$ cat config.mk
export PLATFORM = sky130hd
export DESIGN_NAME = keypad_scan16
export DESIGN_NICKNAME = d
export VERILOG_FILES = /design/src/rtl/keypad_pkg.sv /design/src/rtl/keypad_sync.sv /design/src/rtl/keypad_scan16.sv
export SDC_FILE = /design/constraint.sdc
export NUM_CORES = 1
export LEC_CHECK = 0
export CAP_MARGIN = 20
export CORE_MARGIN = 3
export CORE_UTILIZATION = 23
export DETAILED_ROUTE_END_ITERATION = 10
export GPL_TIMING_DRIVEN = 0
export PLACE_DENSITY = 0.42
export SLEW_MARGIN = 30
export SYNTH_ARGS = -nofsm -noshare
export SYNTH_HDL_FRONTEND = slang
export SYNTH_SLANG_ARGS = --single-unit
$ cat constraint.sdc
create_clock -name clk_in -period 2.1 [get_ports clk_in]
set_clock_uncertainty 0.05 [all_clocks]
set_input_delay 0.42 -clock clk_in [delete_from_list [all_inputs] [get_ports clk_in]]
set_output_delay 0.42 -clock clk_in [all_outputs]
set_load 0.05 [all_outputs]
$ cat src/rtl/keypad_pkg.sv
// Shared definitions for the 4x4 keypad scanner.
//   state_t  : scanner FSM states (scan, debounce, pressed, release)
//   ROW0     : first row-select pattern; rows are active-low, one low at a time
//   key_code : row-select pattern + synchronised columns -> {row[1:0], col[1:0]}
package keypad_pkg;

  typedef enum logic [1:0] {
    ST_SCAN,
    ST_DEBOUNCE,
    ST_PRESSED,
    ST_RELEASE
  } state_t;

  localparam logic [3:0] ROW0 = 4'b1110;

  // Lowest-index low column wins when several keys in one row are down.
  function automatic logic [3:0] key_code(input logic [3:0] row, input logic [3:0] col);
    logic [1:0] r;
    logic [1:0] c;
    r = '0;
    c = '0;
    for (int unsigned i = 0; i < 4; i++) begin
      if (!row[i]) r = 2'(i);
    end
    for (int unsigned i = 4; i > 0; i--) begin
      if (!col[i-1]) c = 2'(i - 1);
    end
    return {r, c};
  endfunction

endpackage

$ cat src/rtl/keypad_sync.sv
// Two-flop synchroniser for the asynchronous, active-low keypad column bus.
//   clk_in : system clock
//   reset  : asynchronous active-high reset (flops go to all-high = no key)
//   i_col  : raw column pins
//   o_col  : synchronised columns, two cycles behind the pins
module keypad_sync (
  input  logic       clk_in,
  input  logic       reset,
  input  logic [3:0] i_col,
  output logic [3:0] o_col
);

  logic [3:0] col_meta;

  always_ff @(posedge clk_in or posedge reset) begin
    if (reset) begin
      col_meta <= '1;
      o_col    <= '1;
    end else begin
      col_meta <= i_col;
      o_col    <= col_meta;
    end
  end

endmodule

$ cat src/rtl/keypad_scan16.sv
// 4x4 matrix keypad scanner. Drives one row low at a time, samples the
// synchronised columns once per SCAN_DIV cycles, debounces press and release,
// and shifts each accepted key into a 32-bit hex entry register.
//   clk_in      : system clock (only clock)
//   reset       : asynchronous active-high reset
//   i_col       : keypad columns, active-low, asynchronous
//   o_row       : keypad rows, active-low, exactly one low
//   o_key_code  : last accepted key {row, col}
//   o_key_valid : one-cycle pulse per accepted key
//   o_value     : hex entry register, newest digit in [3:0]
//   o_busy      : FSM is outside the scan state
module keypad_scan16
  import keypad_pkg::*;
#(
  parameter int unsigned SCAN_DIV = 50000,
  parameter int unsigned DEBOUNCE = 4
) (
  input  logic        clk_in,
  input  logic        reset,
  input  logic [3:0]  i_col,
  output logic [3:0]  o_row,
  output logic [3:0]  o_key_code,
  output logic        o_key_valid,
  output logic [31:0] o_value,
  output logic        o_busy
);

  localparam int unsigned DIV_W = $clog2(SCAN_DIV);
  localparam int unsigned DB_W  = $clog2(DEBOUNCE + 1);

  logic [3:0]       col_sync;
  logic [DIV_W-1:0] div_cnt;
  logic             strobe;
  logic [DB_W-1:0]  db_cnt;
  logic [DB_W-1:0]  db_next;
  logic [3:0]       cand;
  logic [3:0]       cur_code;
  logic             no_key;
  logic             match;
  state_t           state;

  keypad_sync u_sync (
    .clk_in (clk_in),
    .reset  (reset),
    .i_col  (i_col),
    .o_col  (col_sync)
  );

  // Free-running: strobe spacing is independent of FSM state.
  always_ff @(posedge clk_in or posedge reset) begin
    if (reset) begin
      div_cnt <= '0;
    end else if (strobe) begin
      div_cnt <= '0;
    end else begin
      div_cnt <= div_cnt + 1'b1;
    end
  end

  assign strobe   = (div_cnt == DIV_W'(SCAN_DIV - 1));
  assign no_key   = &col_sync;
  assign cur_code = key_code(o_row, col_sync);
  assign match    = !no_key && (cur_code == cand);
  assign db_next  = db_cnt + 1'b1;

  // o_busy is updated alongside every state change so it stays registered.
  always_ff @(posedge clk_in or posedge reset) begin
    if (reset) begin
      state       <= ST_SCAN;
      o_row       <= ROW0;
      cand        <= '0;
      db_cnt      <= '0;
      o_key_code  <= '0;
      o_key_valid <= 1'b0;
      o_value     <= '0;
      o_busy      <= 1'b0;
    end else begin
      o_key_valid <= 1'b0;
      case (state)
        ST_SCAN: begin
          if (strobe) begin
            if (no_key) begin
              o_row <= {o_row[2:0], o_row[3]};
            end else begin
              cand   <= cur_code;
              db_cnt <= DB_W'(1);
              o_busy <= 1'b1;
              if (DEBOUNCE == 1) state <= ST_PRESSED;
              else               state <= ST_DEBOUNCE;
            end
          end
        end
        ST_DEBOUNCE: begin
          if (strobe) begin
            if (match) begin
              db_cnt <= db_next;
              if (db_next == DB_W'(DEBOUNCE)) state <= ST_PRESSED;
            end else begin
              // Row is left where it is; the next scan strobe re-samples it.
              db_cnt <= '0;
              state  <= ST_SCAN;
              o_busy <= 1'b0;
            end
          end
        end
        ST_PRESSED: begin
          o_key_valid <= 1'b1;
          o_key_code  <= cand;
          o_value     <= {o_value[27:0], cand};
          db_cnt      <= '0;
          state       <= ST_RELEASE;
        end
        ST_RELEASE: begin
          if (strobe) begin
            if (no_key) begin
              if (db_next == DB_W'(DEBOUNCE)) begin
                db_cnt <= '0;
                state  <= ST_SCAN;
                o_busy <= 1'b0;
              end else begin
                db_cnt <= db_next;
              end
            end else begin
              db_cnt <= '0;
            end
          end
        end
        default: begin
          state  <= ST_SCAN;
          o_busy <= 1'b0;
        end
      endcase
    end
  end

endmodule

After elaboration in Yosys (flattened, before gate mapping):

Cells that the tools add are included.
Widths: inputs -> output; s select.

* flip-flop bits (word level): 75
* bits in latches: 0
* bits in writable memories: 0
* ROM bits: 0
* output and inout bits: 42
* word-level logic and storage cells: 72
* memories kept: 0

* add/subtract/negate cells: 2
* multiply operators: 0
* divide/modulo/power cells: 0
* magnitude comparators: 0
* equal/unequal tests: 14
* shifts and indexed selects: 0
* muxes and demuxes: 34
* bitwise gates (word level): 1
* reductions and logical operators: 10

Operators by type and width (count)
* $mux 2: 14
* $mux 3: 7
* $add 16x1->16 const B: 1
* $eq 16x16->1 const B: 1
* $mux 16: 1
* $ne 2x2->1 const B: 7
* $pmux 3 s4: 1
* $mux 1: 9
* $pmux 2 s4: 1
* $reduce_and 4->1: 2
* $reduce_and 8->1: 1
* $reduce_and 7->1: 1
* $reduce_and 6->1: 1
* $eq 2x2->1 const B: 2
* $eq 4x4->1: 1
* $add 3x1->3 const B: 1
* $eq 3x3->1 const B: 1
* $ne 3x3->1 const B: 1
* $pmux 1 s3: 1
* $reduce_and 3->1: 1
* $reduce_bool 3->1: 1
* $eq 2x1->1 const B: 1
* $logic_not 2->1: 1
* $logic_and 1x1->1: 1
* other kinds (2): 2

Logic depth before layout (Yosys ltp):

* depth after elaboration: 9
* depth in mapped cells: 8

Modules after synthesis:

Synthesis repeated with hierarchy kept, for this count alone.

* cell total of the unflattened synthesis: 240
* area, all modules: 3051.7 um^2

Modules (own cells, without submodules)
* keypad_scan16: times used 1, cells an instance 231, area an instance 2837.7 um^2
* keypad_sync: times used 1, cells an instance 9, area an instance 214.0 um^2

Least setup slack after synthesis:

Ideal clock, no wire load.

* path type: register to register
* from: reg o_row[3]
* to: reg with a tool-made name
* setup time: 95 ps
* data arrival time: 1723 ps
* required time: 1955 ps
* slack: 231 ps
* cell stages (with the launch flop): 6
* path buffers: 0
* period minus slack after synthesis: 1869 ps
* path through: dfstp_2 -> and3b_1 -> o211ai_2 -> a2111oi_4 -> nand2_1 -> o31ai_1

RTL lines
* from (decl): line keypad_scan16.sv:21 `output logic [3:0] o_row,`
* from (signal assigned): line keypad_scan16.sv:83 `o_row <= {o_row[2:0], o_row[3]};`

Worst setup path after layout:

* from: reg o_value[11]
* to: out o_value[11]

RTL lines
* from (decl): line keypad_scan16.sv:24 `output logic [31:0] o_value,`
* from (signal assigned): line keypad_scan16.sv:109 `o_value <= {o_value[27:0], cand};`

No word-level cell between the ends.

==> out/qor.log <==
INFO  worst_setup_path worst_path_max_delay_cell=sky130_fd_sc_hd__clkdlybuf4s50_1
INFO  power_and_ir_drop sequentialPowerShare=43.8%
INFO  worst_setup_path cp-end-kind=primary output
INFO  worst_setup_path cp_max_fo=3
INFO  global_route   grt_pass1_vias=2328
INFO  route          drt_drc_violations_left=0
INFO  clock_network  path_clk_slew=0.05ns
INFO  placement      place.detailed.hpwl=5000um
INFO  power_and_ir_drop switching_share=19.3%
INFO  timing         fin_worst_hold_slack=0.305ns
INFO  synthesis      ys_seq_elements=71
INFO  floorplanning  fp-row-count=41
INFO  clock_network  htree_num_levels=3
INFO  floorplanning  fp.dieArea=0.0149sqmm
INFO  route          drt_first_pass_iters=4
INFO  timing         count_of_endpoints_failing_hold_in_the_final_timing_report=0
INFO  route          dr_wl_met2=3120um
INFO  global_route   grt_max_degree=29
INFO  power_and_ir_drop clock_power_share=54.5%
INFO  worst_setup_path critPathTopFamily=buffers and inverters
INFO  clock_network  cts_num_sinks=71
INFO  synthesis      mappedNetlistNets=319
INFO  final_layout   finish.net_count=379
INFO  floorplanning  io_pins=48
INFO  placement      gp_congestion=0.758
INFO  global_route   groute.usage.overall=10.0%
INFO  worst_setup_path worstSetupPathType=flop to primary output
INFO  route          postRouteAntennaNets=0
INFO  timing         finalMaxSlewViolations=0
INFO  clock_network  clock_latency=0.32ns
INFO  worst_setup_path r2r_cells=5
INFO  synthesis      synth-main-ff-cell=sky130_fd_sc_hd__dfrtp_1
INFO  route          drt-vias-per-instance=4.24
INFO  placement      placement.io_buffers=47
INFO  route          detailroute.via_count=2317
INFO  power_and_ir_drop power-per-cell-area=764mW/mm^2
INFO  synthesis      syn-cell-area=0.00309sqmm
INFO  worst_setup_path crit_path_start_kind=flop
INFO  power_and_ir_drop switch_pwr=612uW
INFO  timing         slew_headroom=64.4%
INFO  timing         max_freq=492MHz
INFO  outcome        status=complete, no violations
INFO  global_route   globalRouteOverflowTotal=0
INFO  power_and_ir_drop report.power.total=3170uW
INFO  clock_network  clk_path_buf_depth=2
INFO  power_and_ir_drop power_leakage=0.00196uW
INFO  worst_setup_path critical_path_arrival=1.56ns
INFO  final_layout   antenna_cells_inserted=0
INFO  timing         final_min_period_over_clock_period=96.8%
INFO  route          top_layer=met4
INFO  route          wl_met1=3410um
INFO  floorplanning  initial_utilization=24.0%
INFO  final_layout   share_of_cells_above_drive_strength_1=12.5%
INFO  timing         fin_ws=0.0679ns
INFO  worst_setup_path crit_chain=clkdlybuf4s50_1
INFO  route          routed_wl=7000um
INFO  route          route.detailed.wl_per_inst=12.8um
INFO  worst_hold_path timing.hold.worst.class=flop to flop
INFO  floorplanning  dieHeight=122um
INFO  global_route   antenna_violations_before_repair=0
INFO  clock_network  cts_tree=yes
INFO  worst_setup_path cp.buffers_inverters=1
INFO  timing         period_needed=2.03ns
INFO  run            cap_violations=0
INFO  worst_setup_path crit_required=1.63ns
INFO  clock_network  cts_inserted_buffers=9
INFO  worst_setup_path critical_path_depth=1
INFO  route          routed-wl-met3=338um
INFO  placement      place_worst_setup_slack=0.191ns
INFO  floorplanning  die_w=122um
INFO  synthesis      count_of_flip_flops_with_a_built_in_enable_after_synthesis=0
INFO  synthesis      seq_area_frac_synth=57.9%
INFO  synthesis      synth_warnings=0
INFO  final_layout   flow.area_growth_from_synthesis=34.2%
INFO  clock_network  cts-root-buf=sky130_fd_sc_hd__clkbuf_16
INFO  clock_network  postCtsHoldBufs=0
INFO  synthesis      postSynthAreaPerCell=9.98squm
INFO  power_and_ir_drop power.internal=2560uW
INFO  synthesis      synthDistinctLibCells=45
INFO  worst_setup_path critical_path.max_stage_delay=0.83ns
INFO  worst_hold_path worstHoldPathCells=0
INFO  timing         unrepaired_setup_endpoints_after_global_routing=false
INFO  timing         worst_margin_pin_slew=0.529ns
INFO  power_and_ir_drop comb_power_share=1.7%
INFO  synthesis      synth_cells=310
INFO  floorplanning  core_box_area=0.0129sqmm
INFO  timing         setup_viol=0
INFO  synthesis      synth_async_sr_flop_share=100%
INFO  power_and_ir_drop ir_drop=0.000386V
INFO  global_route   grt_first_pass_wirelength=11700um
INFO  route          detail_route.iter0.violations=193
final timing paths:
check | from | end | slack, ns
max in group asynchronous | reset | u_sync.o_col[3]$_DFF_PP1_ | 0.97
hold reg to reg | u_sync.col_meta[1]$_DFF_PP1_ | u_sync.o_col[1]$_DFF_PP1_ | 0.31
min in group asynchronous | reset | o_value[28]$_DFFE_PP0P_ | 0.44
setup / recovery | o_value[11]$_DFFE_PP0P_ | o_value[11] | 0.07
setup reg to reg | u_sync.o_col[2]$_DFF_PP1_ | flop | 0.18
hold / removal | u_sync.col_meta[1]$_DFF_PP1_ | u_sync.o_col[1]$_DFF_PP1_ | 0.31
synth_stat cells, types with 2 or more instances:
library cell	number	area, sq um
sky130_fd_sc_hd__a21boi_0	2	15.0
sky130_fd_sc_hd__a21oi_1	5	25.0
sky130_fd_sc_hd__a31oi_1	4	25.0
sky130_fd_sc_hd__and3_1	5	31.3
sky130_fd_sc_hd__and4_1	3	26.3
sky130_fd_sc_hd__buf_2	3	15.0
sky130_fd_sc_hd__buf_4	5	37.5
sky130_fd_sc_hd__clkbuf_1	7	26.3
sky130_fd_sc_hd__dfrtp_1	60	1500
sky130_fd_sc_hd__dfstp_2	11	289
sky130_fd_sc_hd__ha_1	3	37.5
sky130_fd_sc_hd__inv_1	6	22.5
sky130_fd_sc_hd__mux2_2	3	33.8
sky130_fd_sc_hd__nand2_1	104	390
sky130_fd_sc_hd__nand2b_1	4	25.0
sky130_fd_sc_hd__nand3_1	10	50.1
sky130_fd_sc_hd__nand4_1	6	37.5
sky130_fd_sc_hd__nor2_1	19	71.3
sky130_fd_sc_hd__nor2b_1	3	18.8
sky130_fd_sc_hd__nor3_1	2	10.0
sky130_fd_sc_hd__nor4bb_1	2	20.0
sky130_fd_sc_hd__o21ai_0	6	30.0
sky130_fd_sc_hd__o31ai_1	2	15.0
sky130_fd_sc_hd__xnor2_1	7	61.3
sky130_fd_sc_hd__xor2_1	8	70.1
state kept, by name (all words and copies together) (netlist names), named ones only:
register,flops
o_value,29
div_cnt,16
cand,4
o_row,4
u_sync.col_meta,4
u_sync.o_col,4
db_cnt,3
o_key_code,3
o_busy,1
o_key_valid,1
state,1
repair_timing:
action / CTS / global route
resized for setup: 7 / 0
setup buffers: 0 / 0
setup endpoints to repair: 7 / 0
cell usage in the layout, fill, tap and decap left out, drive strengths merged, types with 5 or more instances in the layout:
cell and n:
a21oi 5, clkdlybuf4s50 40, dfstp 11, o21ai 7
nand4 6, and3 5, clkbuf 17, dlygate4sd2 7
nand2 104, buf 11, xnor2 7, inv 5
xor2 8, nand3 10, nor2 19, dfrtp 60
power by group through the flow:
stage	Sequential (uW)	Clock [uW]	Combinational (uW)
2_1_floorplan	1410	0	27.7
3_3_place_gp	1410	0	48.7
3_5_place_dp	1410	0	59.1
4_1_cts	1390	1780	59.0
5_1_grt	1390	1840	64.3
6_report	1390	1730	55.3
cell families (layout without fill, tap and decap cells):
kind of cell	count (synthesis)	in the layout	synth area share (%)
DFF	71	71	57.9
xor gates and xnor gates	15	15	4.25
muxes	5	5	1.78
buffers and inverters	22	87	3.64
and+or+nand+nor	167	167	24.8
adders and majority gates	3	3	1.21
AOI/OAI and AO/OA	27	27	6.43
stage by stage:
stage	utilization, %	area, sq um	TNS, ns	std cells
after global routing	32.2	4150	0	547
final	32.2	4150	0	547
after global placement	29.4	3780	-6.47	529
after detailed placement	29.7	3820	0	531
after CTS	32.2	4150	0	547
after floorplan	-	3100	0	310
routing by layer:
metal	GRT usage, %	up-vias
li1	-	1147
met1	13.8	1113
met2	15.4	46
met3	1.95	11
met4	4.20	0
met5	0	-
layout make-up:
| class | instances | area, sq um |
|---|---|---|
| fillers | 1319 | 8720 |
| flip-flops and latches | 71 | 1790 |
| multi-input cells | 217 | 1190 |
| repair buffers | 49 | 502 |
| clock buffers | 10 | 229 |
| well taps | 172 | 215 |
| clock inverters | 6 | 109 |
| plain buffers | 16 | 90.1 |
| inverters | 6 | 26.3 |
No activity file was read; power rests on OpenSTA's default activity.
==> RTL edit, RTL diff (same flow settings) <==
The parameter `DEBOUNCE` goes from 4 to 8.
--- a/src/rtl/keypad_scan16.sv
+++ b/src/rtl/keypad_scan16.sv
@@ -13,7 +13,7 @@
   import keypad_pkg::*;
 #(
   parameter int unsigned SCAN_DIV = 50000,
-  parameter int unsigned DEBOUNCE = 4
+  parameter int unsigned DEBOUNCE = 8
 ) (
   input  logic        clk_in,
   input  logic        reset,
Formal check against the unedited RTL: no difference found for any inputs over 10 cycles, from zero or initial values and one cycle with reset high; that may be too few to reach the edited logic, so the function may still have changed.
==> RTL edit against the original RTL <==
The flow now finishes with violations (negative setup slack); via count fell by 0.22%; count of clock-buffer cells in the layout rose by 1; die area fell by 0.43%; total power fell by 5.4%; setup slack got worse by 74 ps; non-clock buffer count rose by 5; area after synthesis fell by 0.44%; synthesized cell count fell by 0.32%; routed wire length rose by 0.14%; final area rose by 1.5%; maximum frequency fell by 3.5%; sequential cell count rose by 1; largest cell class unchanged.
==> RTL edit: results <==
[clock_network]
clk-insertion-delay-late_ps = 330
clock_tree.root_cell = clkbuf_16
clk_path_buf_depth = 2
tritoncts.num_buffers = 9
cts_htree_levels = 3
path_clk_slew_ps = 60

[setup_path]
arrival_ps = 2270
critPathMaxFanout = 6

[power]
ir_worst_vdd_mv = 0.448
p_leak_nw = 2.03

[synth]
yosys_warnings = 0
synth.area.top_cells = dfrtp_1, nand2_1, dfstp_2
ys_types = 46
yosysSeqAreaShare_pct = 59.0
synthArstFlopShare_pct = 100
synthTopCellsByCount = nand2_1, dfrtp_1, nor2_1, dfstp_2, nand3_1
ys.flop_type = dfrtp_1
synth_nets = 317

[place]
place_congestion = 0.747
place_area_sq_mm = 0.00384
dpl.hpwl_um = 5000
portBuffers = 47

[sta]
tightest_slew_ps = 569
layout_setup_ws_ps = -6.00
setup-violations-final = 1
fin_hold_ws_ps = 304

[cells_and_area]
top_regs = o_value: 29 flops, div_cnt: 16 flops
n_fill_cell = 1329
drive_gt1_share_pct = 16.8
nNetsFinal = 384
diodes = 0

[outcome]
status = finished with violations
violations = negative setup slack

[global_route]
antenna_found_initial = 0
grt_pass1_wl_um = 11900
grt_pass1_vias = 2342
overflow = 0
grt_usage_pct = 10.2
grt_max_degree = 25

[detailed_routing]
wirelength_um = 7010
first_iter_violations = 90
drt_pass1_iterations = 4
viasPerCell = 4.18

[worst_hold_path]
hold_path_class = flip-flop to flip-flop
-- RTL edit: cell types whose count changed after synthesis, sizes merged, moves of 2 or more --
cell / delta
nand4: -2
nor4bb: -2
buf: -2
or2: +2
a31oi: -4
a221oi: +2
a21o: +3
nor2: -4
a21boi: -2
nand2b: -2
nand2: +8
-- RTL edit: worst paths after layout --
path / depth (start not counted) / endpoint / from
max: 7 / state[0]$_DFFE_PP0P_ / div_cnt[7]$_DFF_PP0_
min: 0 / u_sync.o_col[2]$_DFF_PP1_ / u_sync.col_meta[2]$_DFF_PP1_
max reg2reg: 7 / state[0]$_DFFE_PP0P_ / div_cnt[7]$_DFF_PP0_
min reg2reg: 0 / u_sync.o_col[2]$_DFF_PP1_ / u_sync.col_meta[2]$_DFF_PP1_
max in group asynchronous: 5 / o_row[3]$_DFFE_PP1P_ / reset
min in group asynchronous: 2 / div_cnt[7]$_DFF_PP0_ / reset
-- RTL edit: cell type report --
class	instances	area [sq um]	area share, %
sequential	72	1820	43.1
multi-input combinational	217	1180	28.1
timing repair buffer	56	583	13.8
clock buffer	11	243	5.76
tap	172	215	5.11
buffer	14	87.6	2.08
clock inverter	5	56.3	1.34
inverter	6	26.3	0.624
-- RTL edit: logic make-up after synthesis --
kind of cell	after synthesis	synth area share [%]
AND/OR/NAND/NOR	167	24.7
flip-flops	72	59.0
AO/OA/AOI/OAI	27	5.93
buffers and inverters	20	3.21
XOR/XNOR	16	4.55
multiplexers	5	1.83
adder cells (fa/ha/maj)	2	0.813
-- RTL edit: metal layers --
layer  wire (um)  vias up  global-route usage (%)
met4          81        0                    3.99
li1            -     1143                       -
met3         283        7                    3.02
met2        3330       42                    16.2
met1        3320     1120                    13.1
met5           0        -                       0
-- RTL edit: repair_timing --
| item | CTS | global route |
|---|---|---|
| endpoints found under the setup margin | 10 | 36 |
| pin swaps | 1 | 4 |
| gates resized for setup | 10 | 13 |
| setup buffers | 0 | 6 |
-- RTL edit: metrics by stage --
step	utilization [%]	TNS (ps)	setup WS, ps	cells	power, W
global route	32.7	-109	-94.4	553	0.00311
floorplan	-	0	103	309	0.00146
CTS	32.2	-18.9	-18.9	547	0.00305
detailed placement	29.9	-102	-94.9	531	0.00150
global placement	29.3	-8360	-143	528	0.00148
finish	32.7	-6.00	-6.00	553	0.00300
-- RTL edit: critical path, stage by stage (launching register included) --
cell       delay [ps]
dfrtp_2           430
nor4b_4           390
nand4_4           150
or2_1             260
buf_6             130
or3_4             320
o2bb2ai_1         140
o31a_1            110
-- RTL edit: power by group --
part           leakage [nW]  switching, W  internal (W)  total (W)
Clock                 0.145      0.000579      0.000950    0.00153
Combinational         0.937     0.0000373     0.0000259  0.0000632
Sequential            0.952    0.00000550       0.00140    0.00141
